## src/rtl/onehot_exp_accumulator.sv

```systemverilog
// Signed one-hot histogram of exponent sums. Each beat carries LANES terms,
// each term naming a bin and a sign. Per-bin signed counters saturate
// instead of wrapping. A beat flagged last hands the completed group to a
// one-entry output register with a valid/ready handshake.
module onehot_exp_accumulator #(
  parameter int EXP_W = 4,
  parameter int LANES = 2,
  parameter int CNT_W = 8,
  localparam int NBIN = 2 ** EXP_W
) (
  input  logic                    clk,
  input  logic                    rst_n,
  input  logic                    in_valid,
  output logic                    in_ready,
  input  logic [LANES*EXP_W-1:0]  in_exp,
  input  logic [LANES-1:0]        in_sign,
  input  logic [LANES-1:0]        in_en,
  input  logic                    in_last,
  output logic                    out_valid,
  input  logic                    out_ready,
  output logic [NBIN*CNT_W-1:0]   out_bins,
  output logic                    out_sat
);

  // A per-beat contribution spans [-LANES, +LANES].
  // The sum width leaves headroom so an unclamped sum never overflows.
  localparam int CW = $clog2(LANES + 1) + 1;
  localparam int SW = CNT_W + CW;
  localparam logic signed [SW-1:0] MAXV = SW'((64'sd1 <<< (CNT_W - 1)) - 64'sd1);
  localparam logic signed [SW-1:0] MINV = ~MAXV;

  typedef enum logic {EMPTY, FULL} state_t;

  state_t                    r_state;
  state_t                    w_nextState;
  logic signed [CNT_W-1:0]   r_acc [NBIN];
  logic                      r_flag;
  logic [NBIN*CNT_W-1:0]     r_outBins;
  logic                      r_outSat;

  logic signed [CW-1:0]      w_contrib [NBIN];
  logic signed [SW-1:0]      w_sum [NBIN];
  logic signed [CNT_W-1:0]   w_satSum [NBIN];
  logic                      w_beatSat;
  logic                      w_accept;
  logic                      w_lastAccept;

  assign out_valid    = (r_state == FULL);
  assign in_ready     = !out_valid || out_ready;
  assign w_accept     = in_valid && in_ready;
  assign w_lastAccept = w_accept && in_last;
  assign out_bins     = r_outBins;
  assign out_sat      = r_outSat;

  // Decode lanes into per-bin signed contributions.
  // Add each contribution to its counter and clamp the result to the counter range.
  always_comb begin
    w_beatSat = 1'b0;
    for (int b = 0; b < NBIN; b++) begin
      w_contrib[b] = '0;
      for (int l = 0; l < LANES; l++) begin
        if (in_en[l] && (in_exp[l*EXP_W +: EXP_W] == EXP_W'(b))) begin
          if (in_sign[l]) w_contrib[b] = w_contrib[b] - CW'(1);
          else            w_contrib[b] = w_contrib[b] + CW'(1);
        end
      end
      w_sum[b] = SW'(r_acc[b]) + SW'(w_contrib[b]);
      if (w_sum[b] > MAXV) begin
        w_satSum[b] = MAXV[CNT_W-1:0];
        w_beatSat   = 1'b1;
      end else if (w_sum[b] < MINV) begin
        w_satSum[b] = MINV[CNT_W-1:0];
        w_beatSat   = 1'b1;
      end else begin
        w_satSum[b] = w_sum[b][CNT_W-1:0];
      end
    end
  end

  // Output stage state register.
  always_ff @(posedge clk or negedge rst_n) begin
    if (!rst_n) r_state <= EMPTY;
    else        r_state <= w_nextState;
  end

  // Output stage next state.
  // A new last beat keeps the stage FULL; a lone consume empties it.
  always_comb begin
    w_nextState = r_state;
    case (r_state)
      EMPTY:   if (w_lastAccept) w_nextState = FULL;
      FULL:    if (w_lastAccept) w_nextState = FULL;
               else if (out_ready) w_nextState = EMPTY;
      default: w_nextState = EMPTY;
    endcase
  end

  // Accumulators, saturation flag and result register.
  // These update only on accepted beats; a last beat moves the group into the result register.
  always_ff @(posedge clk or negedge rst_n) begin
    if (!rst_n) begin
      for (int b = 0; b < NBIN; b++) r_acc[b] <= '0;
      r_flag    <= 1'b0;
      r_outBins <= '0;
      r_outSat  <= 1'b0;
    end else if (w_accept) begin
      if (in_last) begin
        for (int b = 0; b < NBIN; b++) begin
          r_outBins[b*CNT_W +: CNT_W] <= w_satSum[b];
          r_acc[b]                    <= '0;
        end
        r_outSat <= r_flag | w_beatSat;
        r_flag   <= 1'b0;
      end else begin
        for (int b = 0; b < NBIN; b++) r_acc[b] <= w_satSum[b];
        r_flag <= r_flag | w_beatSat;
      end
    end
  end

endmodule

```

## config.mk

```make
export PLATFORM = sky130hd
export DESIGN_NAME = onehot_exp_accumulator
export DESIGN_NICKNAME = d
export VERILOG_FILES = /design/src/rtl/onehot_exp_accumulator.sv
export SDC_FILE = /design/constraint.sdc
export NUM_CORES = 1
export LEC_CHECK = 0
export CAP_MARGIN = 20
export CORE_MARGIN = 1.5
export CORE_UTILIZATION = 50
export CTS_CLUSTER_SIZE = 24
export DETAILED_ROUTE_END_ITERATION = 6
export HOLD_SLACK_MARGIN = 0.02
export PLACE_DENSITY = 0.7
export SLEW_MARGIN = 30
export SYNTH_ARGS = -nofsm -noshare
export SYNTH_HDL_FRONTEND = slang
export SYNTH_SLANG_ARGS = --single-unit
```

## constraint.sdc

```tcl
create_clock -name clk -period 3.49 [get_ports clk]
set_input_delay 0.698 -clock clk [delete_from_list [all_inputs] [get_ports clk]]
set_output_delay 0.698 -clock clk [all_outputs]
set_load 0.02 [all_outputs]
```

Yosys cells after proc, flatten, opt, wreduce, memory -nomap -nowiden:

Cells that the tools add are included.
W data, S select, Z words.

* register bits: 259
* output and inout port bits: 131
* input bits: 17
* logic and storage cells: 290

* reduce and logical (&&, ||, !) cells: 39
* add/sub/neg operators: 48
* bitwise gates (word level): 2
* eq/ne operators: 30
* mux-type cells: 119
* magnitude comparators: 32

Operators by type and width (count)
* $mux W8: 32
* $mux W3: 49
* $add A8 B3 Y9: 16
* $gt A9 B8 Y1 const B: 16
* $lt A9 B8 Y1 const B: 16
* $mux W128: 1
* $eq A4 B4 Y1 const B: 16
* $add A3 B2 Y3 const B: 16
* $sub A3 B2 Y3 const B: 16
* $mux W1: 36
* $logic_and A1 B1 Y1: 34
* $eq A4 B3 Y1 const B: 8
* $eq A4 B2 Y1 const B: 4
* $eq A4 B1 Y1 const B: 2
* $logic_not A4 Y1: 2
* $pmux W1 S2: 1
* $reduce_and A2 Y1: 1
* $logic_not A1 Y1: 1
* $logic_or A1 B1 Y1: 1
* $not A1 Y1: 1
* $or A1 B1 Y1: 1

Depth between registers and ports, before layout:

Gate-level depths: netlist of the first run.

* word-level depth: 42
* depth in mapped cells: 16
* depth with buffers taken out: 16

Worst setup path before layout of the first run:

No wires, ideal clock.

* kind: in2reg
* start: input in_exp[3]
* end: register r_outSat, in the netlist out_sat
* setup time: 135 ps
* path buffers: 0
* cell stages on the path: 14
* setup slack: -805 ps
* required time: 3355 ps
* arrival time: 4160 ps
* cells stage by stage: or3b_2 -> nor2_1 -> nand2_1 -> fa_1 -> o21ai_0 -> ha_1 -> a21o_1 -> a21oi_1 -> o221ai_1 -> or3_1 -> nand2_1 -> nand2b_1 -> nor4_1 -> a31oi_1

* cells in the longest elaborated chain, start to end: 41
* elaborated cells between the ends (all ways): 193
* those cells by class: 48 x add/sub; 32 x order compare; 15 x eq/ne; 80 x mux; 1 x bitwise; 17 x reduce/logical

Ends and longest elaborated chain
* from (decl): line 15 `input logic [LANES*EXP_W-1:0] in_exp,`
* $logic_not A4 Y1: line 62 `if (in_en[l] && (in_exp[l*EXP_W +: EXP_W] == EXP_W'(b))) begin`
* $logic_and A1 B1 Y1: line 62
* $mux W3: line 62
* $add A3 B2 Y3 / $sub A3 B2 Y3 (equally long branches): line 64, 63
* $mux W3: line 63 `if (in_sign[l]) w_contrib[b] = w_contrib[b] - CW'(1);`
* $mux W3: line 62
* $add A8 B3 Y9: line 67 `w_sum[b] = SW'(r_acc[b]) + SW'(w_contrib[b]);`
* $lt A9 B8 Y1: line 71 `end else if (w_sum[b] < MINV) begin`
* [... 25 more ...]
* $mux W1: line 68 `if (w_sum[b] > MAXV) begin`
* $mux W1: line 71
* $mux W1: line 68
* $mux W1: line 71
* $mux W1: line 68
* $mux W1: line 71
* $mux W1 (*): line 68
* $or A1 B1 Y1 (*): line 112 `r_outSat <= r_flag | w_beatSat;`
* to (signal assigned): line 112
* to (decl): line 39 `logic r_outSat;`

Every way passes the cells marked *; elsewhere a longest branch is shown, timed or not.
A chain may end at the register's enable or synchronous reset.

Worst setup path in the final report of the first run:

* start: input in_en[0]
* end: register r_outSat, in the netlist out_sat

* cells in the longest elaborated chain, start to end: 40
* elaborated cells between the ends (all ways): 177
* those cells by class: 48 x add/sub; 32 x order compare; 80 x mux; 1 x bitwise; 16 x reduce/logical

Ends and longest elaborated chain
* from (decl): line 17 `input logic [LANES-1:0] in_en,`
* $logic_and A1 B1 Y1: line 62
* $mux W3: line 62
* $add A3 B2 Y3 / $sub A3 B2 Y3 (equally long branches): line 64, 63
* $mux W3: line 63
* $mux W3: line 62
* $add A8 B3 Y9: line 67
* $lt A9 B8 Y1: line 71
* $mux W1: line 71
* [... 24 more ...]
* $mux W1: line 68
* $mux W1: line 71
* $mux W1: line 68
* $mux W1: line 71
* $mux W1: line 68
* $mux W1: line 71
* $mux W1 (*): line 68
* $or A1 B1 Y1 (*): line 112

Marked as above.

==> impl_metrics.toml, run 1 <==
[detailed_routing]
first_pass_iters = 5
num_vias = 16500
drt-initial-drc-count = 940
wl_mm = 56.5
wl_per_cell_um = 19.6
antenna_left = 0
drc = 0
avgViaCountPerCell = 5.73

[synthesis]
ys_async_sr_fraction_pct = 100
synth_edf_count = 0
syn-cell-area_um2 = 16500
yosys_warnings = 0
synth-seq-area-share_pct = 39.2
synth_flop_cell = "dfrtp_1"
netlist_instances = 1771
syn_avg_cell_area_um2 = 9.34
synthesis.nets = 1949
yosysUniqueCellTypes = 68
synth-seq-cells = 259

[power_and_ir_drop]
switchingPower_uw = 4560
p_seq_share_pct = 31.9
combPwrFrac_pct = 41.1
switching_share_pct = 35.4
power_density_nw_per_um2 = 485
power.leakage_uw = 0.0123
ir_worst_vdd_v = 0.000470
p_clk_share_pct = 27.0
p_int_uw = 8340

[setup_path]
cp_slowest_cell = "fa_2"
crit_arrival_ps = 4380
startpoint_type = "input pin"
crit_type = "input pin to register"
worst_ep_required_time_ps = 3930
path_cells = "buf_6, nand2_4, buf_6, or2_4, buf_6, nor2_4, and2_4, fa_2, o21ai_4, inv_2, fa_2, nor2b_2, o31a_1, o21ai_2, a21oi_2, xnor2_2, or4_4, a211oi_4, a31oi_1"
crit_path_frequent_cell = "buf_6"
crit_path_end_kind = "register"
worstPathMaxFanout = 4
cpPeakStageDelay_ps = 450

[cells_and_area]
fillers = 1840
multiInputGateArea_um2 = 12300
syn2layout_area_growth_pct = 60.7
ff_latch_area_um2 = 6480
design_area_um2 = 26600
fin_cells = 2876
drive_above_1_share_pct = 43.6
nets = 2586
final_util_pct = 81.7

[clock_tree]
ctsHoldBuffers = 0
cts.clk_slew.worst_paths_ps = 70
htree_levels = 1
clock_sinks = 259
clk_latency_ps = 580
clock_tree.root_cell = "clkbuf_16"
cts.path.max_buffers = 3
numCtsBuffers = 30
cts_tree = "yes"

[floorplan]
row_count = 66
start_util_pct = 50.9
io_pins = 148
die_height_um = 185
die_x_um = 185
die_area_um2 = 34200
core_area_um2 = 32500

[global_route]
grt_pass1_wl_mm = 82.4
grtUsageTotal_pct = 30.1
grt_overflow = 0
antenna_found_initial = 5
grt_max_degree = 102
grt_pass1_vias = 16400

[place]
port_buffers = 147
dp_slack_ps = -1610
dp_cells = 2665
gp_congestion = 0.883
placed_cell_area_um2 = 22100
place.detailed.hpwl_mm = 34.0

[sta]
fin_crit_sh_pct = 113
worst_clock_skew_ps = 20.1
rsz0062_at_grt = "yes"
hold_viol_final = 0
layout_setup_ws_ps = -442
fmax_mhz = 254
maxSlewViolCount = 0
setup_viol = 129
finalCriticalPeriod_ps = 3930
slew-limit-headroom_pct = 43.9
hold_slack_ps = 148
worst_pin_slew_ps = 842

[status]
failed_checks = "negative setup slack"
status = "finished with violations"

[job]
cap_violations = 0

[min_path]
hold_path.class = "input pin to asynchronous set/reset pin"
[state kept, by name, indices dropped and copies added, names as in the netlist]
signal / flops
out_sat: 1
out_valid: 1
out_bins: 128
r_acc: 128
r_flag: 1
[per-layer routing]
metal	vias up	wire length (µm)	part of all wire (%)	GRT usage (%)
met5	-	28	0.050	0
met4	4	2010	3.6	11.6
met1	8258	22800	40	38.1
met2	550	28500	50	51.9
met3	146	3080	5.5	4.35
li1	7534	-	-	-
[worst max-delay path, delay by kind of cell]
family | cells | cell delay [ps]
AOI/OAI and AO/OA | 6 | 1090
xor gates and xnor gates | 1 | 130
adders and majority gates | 2 | 830
buffers and inverters | 4 | 380
and+or+nand+nor | 6 | 1210
[cell usage after synthesis (3+ instances only)]
library cell	number	area, µm²
fa_1	32	641
nor2b_1	32	200
o21ai_0	196	981
nor2_1	82	308
mux2i_1	4	40.0
dfrtp_1	259	6480
a22oi_1	3	22.5
nand3_1	21	105
and2_1	17	106
nor3_1	9	45.0
a211o_1	6	52.6
xor2_1	42	368
o21a_1	22	165
o31ai_1	19	143
a31oi_1	4	25.0
or4_1	6	45.0
a21o_1	23	173
maj3_1	13	130
and3_1	6	37.5
o21bai_1	3	22.5
a22o_1	75	657
o31a_1	8	70.1
a21oi_1	121	606
and3b_1	3	26.3
inv_1	93	349
xnor2_1	64	561
clkbuf_1	56	210
or3_1	4	25.0
mux2_2	45	507
nor4_1	5	31.3
o22ai_1	12	75.1
o211ai_1	5	37.5
nor3b_1	6	45.0
a311oi_1	3	26.3
nand2_1	258	968
a211oi_1	9	67.6
and2_0	3	18.8
ha_1	129	1610
nand2b_1	29	181
o21ai_1	3	15.0
or2_2	7	43.8
[power by group through the flow]
stage | sequential (µW) | clock, µW | combinational (µW)
global route | 4180 | 3630 | 5660
floorplan | 4560 | 0 | 1860
global placement | 4100 | 0 | 4270
finish | 4120 | 3480 | 5300
CTS | 4090 | 3510 | 4740
detailed placement | 4110 | 0 | 4350
[per-stage QoR]
| stage | TNS, ps | power (µW) |
|---|---|---|
| CTS | -10570 | 12300 |
| global placement | -252090 | 8360 |
| finish | -23180 | 12900 |
| global route | -40910 | 13500 |
| detailed placement | -275520 | 8460 |
| floorplan | -10490 | 6410 |
[path summary, 6_finish.rpt]
check	start	to	slack, ps	depth (start not counted)
setup / recovery	in_en[0]	out_sat	-440	19
hold / removal	rst_n	r_acc[14]	150	1
setup reg to reg	r_acc[88]	out_sat	650	12
hold reg to reg	out_bins[124]	out_bins[124]	470	2
max in group asynchronous	rst_n	r_acc[93]	2470	2
min in group clk	out_bins[124]	out_bins[124]	470	2
[cell type report]
class	count	share of cell area (%)
multi-input cells	1361	46.3
inverters	93	1.31
flip-flops and latches	259	24.4
clock inverters	21	1.04
repair buffers	663	21.8
well taps	442	2.08
diodes	3	0.0282
clock buffers	34	3.04
[timing repair]
| action | CTS | global route |
|---|---|---|
| buffers inserted | 90 | 73 |
| pin swaps | 143 | 153 |
| resized for setup | 290 | 259 |
| endpoints found under the setup margin | 253 | 234 |
[cells by family after synthesis]
group	count (synthesis)	share of synthesized area (%)
buffers and inverters	151	3.45
multiplexers	49	3.30
AO/OA/AOI/OAI	533	20.3
flip-flops	259	39.2
adder cells (fa/ha/maj)	174	14.4
XOR/XNOR	107	5.71
AND/OR/NAND/NOR	498	13.6
[placed cells by master (no fill, tap or decap), types with 24 or more instances in the layout]
cell / instances
a21oi_2: 36
ha_4: 38
buf_4: 436
nor2_1: 55
ha_1: 86
a21oi_1: 62
a21oi_4: 24
xnor2_1: 50
o21ai_2: 51
buf_6: 62
xor2_1: 38
dfrtp_1: 259
clkbuf_16: 31
inv_1: 78
a22o_1: 75
nand2_1: 227
o21ai_0: 89
o21ai_1: 41
clkdlybuf4s50_1: 134
nor2_4: 26
mux2_2: 26
Note: power is estimated with default switching activity, not from simulation.
==> run 2, diff against run 1 <==
--- a/config.mk
+++ b/config.mk
@@ -8,6 +8,7 @@
 export CAP_MARGIN = 20
 export CORE_MARGIN = 1.5
 export CORE_UTILIZATION = 50
+export CTS_BUF_LIST = sky130_fd_sc_hd__clkbuf_4 sky130_fd_sc_hd__clkbuf_8
 export CTS_CLUSTER_SIZE = 24
 export DETAILED_ROUTE_END_ITERATION = 6
 export HOLD_SLACK_MARGIN = 0.02
==> run 2 against run 1 <==
Register-to-register slack worse by 60 ps. The run still ends with negative setup slack left. Critical endpoint unchanged. Final cell count is 1.1% lower. Largest power group unchanged. First-iteration DRC count is 17% lower. Largest cell class unchanged. Clock-buffer cell count is 34 higher. Via count is 2.8% lower. Clock skew hardly changed.
==> impl_metrics.toml, run 2 (synthesis gave the netlist of run 1 again) <==
[status]
status = "finished with violations"
failed_checks = "negative setup slack"

[floorplan]
row_count = 66
die_area_um2 = 34200
die_x_um = 185
die_height_um = 185
core_area_um2 = 32500
start_util_pct = 50.9
io_pins = 148

[clock_tree]
htree_levels = 2
ctsHoldBuffers = 0
clk_latency_ps = 590
cts_tree = "yes"
numCtsBuffers = 46
cts.clk_slew.worst_paths_ps = 60
cts.path.max_buffers = 3
clock_sinks = 259
clock_tree.root_cell = "clkbuf_8"

[sta]
layout_setup_ws_ps = -369
hold_slack_ps = 142
fmax_mhz = 259
fin_crit_sh_pct = 111
finalCriticalPeriod_ps = 3860
hold_viol_final = 0
worst_pin_slew_ps = 825
rsz0062_at_grt = "yes"
maxSlewViolCount = 0
slew-limit-headroom_pct = 45.0
setup_viol = 99
worst_clock_skew_ps = 20.6

[detailed_routing]
drc = 0
first_pass_iters = 5
num_vias = 16000
avgViaCountPerCell = 5.63
wl_per_cell_um = 18.8
drt-initial-drc-count = 777
antenna_left = 0
wl_mm = 53.6

[job]
cap_violations = 0

[place]
gp_congestion = 0.883
dp_slack_ps = -1610
port_buffers = 147
place.detailed.hpwl_mm = 34.0

[setup_path]
crit_path_end_kind = "register"
worst_ep_required_time_ps = 3930
startpoint_type = "input pin"
crit_type = "input pin to register"
crit_arrival_ps = 4300
r2r_slack_ps = 590
worstPathMaxFanout = 3
crit_start = "in_exp[0]"
worstReg2RegStart = "r_acc[72]"

[cells_and_area]
layout_common_cells = "buf_4, dfrtp_1, nand2_1"
layout_commonest_cell = "buf_4"
nets = 2547
syn2layout_area_growth_pct = 56.4
final_util_pct = 79.5
drive_above_1_share_pct = 41.4

[power_and_ir_drop]
p_seq_share_pct = 32.4
p_int_uw = 8250
switchingPower_uw = 4400
power_density_nw_per_um2 = 489
combPwrFrac_pct = 40.4
ir_worst_vdd_v = 0.000348
p_clk_share_pct = 27.2
switching_share_pct = 34.8
power.leakage_uw = 0.0120
power_uw = 12700

[global_route]
grt_max_degree = 102
antenna_found_initial = 4
grt_pass1_wl_mm = 80.2
grtUsageTotal_pct = 29.3
grt_overflow = 0
grt_pass1_vias = 16200

[min_path]
hold_path.class = "input pin to asynchronous set/reset pin"
==> run 2: cell type report <==
cell class	count	area, µm²
Tap cell	442	553
Fill cell	1992	6660
Sequential cell	259	6480
Multi-Input combinational cell	1361	12100
Clock inverter	11	233
Timing Repair Buffer	608	5330
Antenna cell	2	5.00
Inverter	93	352
Clock buffer	68	873
==> run 2: worst max-delay path, cell delays in order <==
cell	delay, ps
buf_2	110
nand2b_4	140
buf_6	150
nor2_4	50
buf_4	120
buf_4	120
buf_4	120
buf_4	120
buf_4	130
xnor2_2	160
ha_2	220
inv_2	50
fa_2	370
nor2b_2	190
o31a_1	210
o21ai_2	90
a21oi_2	180
xnor2_2	110
or4_4	550
a211oi_4	280
a31oi_1	130
==> run 2: power by group through the flow <==
stage	combinational [µW]	sequential, µW	clock [µW]
after global placement	4270	4100	0
after detailed placement	4350	4110	0
final	5120	4100	3440
after CTS	4660	4080	3500
after global routing	5490	4170	3600
after floorplan	1860	4560	0
==> run 2: path summary, 6_finish.rpt <==
path                                 end  depth (start not counted)
max                              out_sat                         21
min                            r_acc[14]                          1
max reg2reg                      out_sat                         11
min reg2reg                out_bins[124]                          2
max in group asynchronous      r_acc[83]                          2
min in group clk           out_bins[124]                          2
==> run 2: repair_timing <==
| item | in CTS | in global routing |
|---|---|---|
| setup buffers | 54 | 56 |
| gates resized for setup | 219 | 264 |
| pin swaps | 108 | 168 |
| setup endpoints to repair | 252 | 230 |
==> run 2: per-stage QoR <==
stage	std cells	area, µm²	TNS (ps)
6_report	2844	25900	-13410
5_1_grt	2844	25900	-26790
4_1_cts	2797	24400	-4480
3_3_place_gp	2665	22100	-252090
3_5_place_dp	2665	22100	-275520
2_1_floorplan	1771	17400	-10490
==> run 2: metal layers <==
metal,up-vias,global-route usage (%),share of wire (%)
li1,7456,-,-
met1,7943,36.9,42
met2,479,50.0,49
met3,141,5.23,5.1
met4,4,11.0,3.8
met5,-,0,0.058
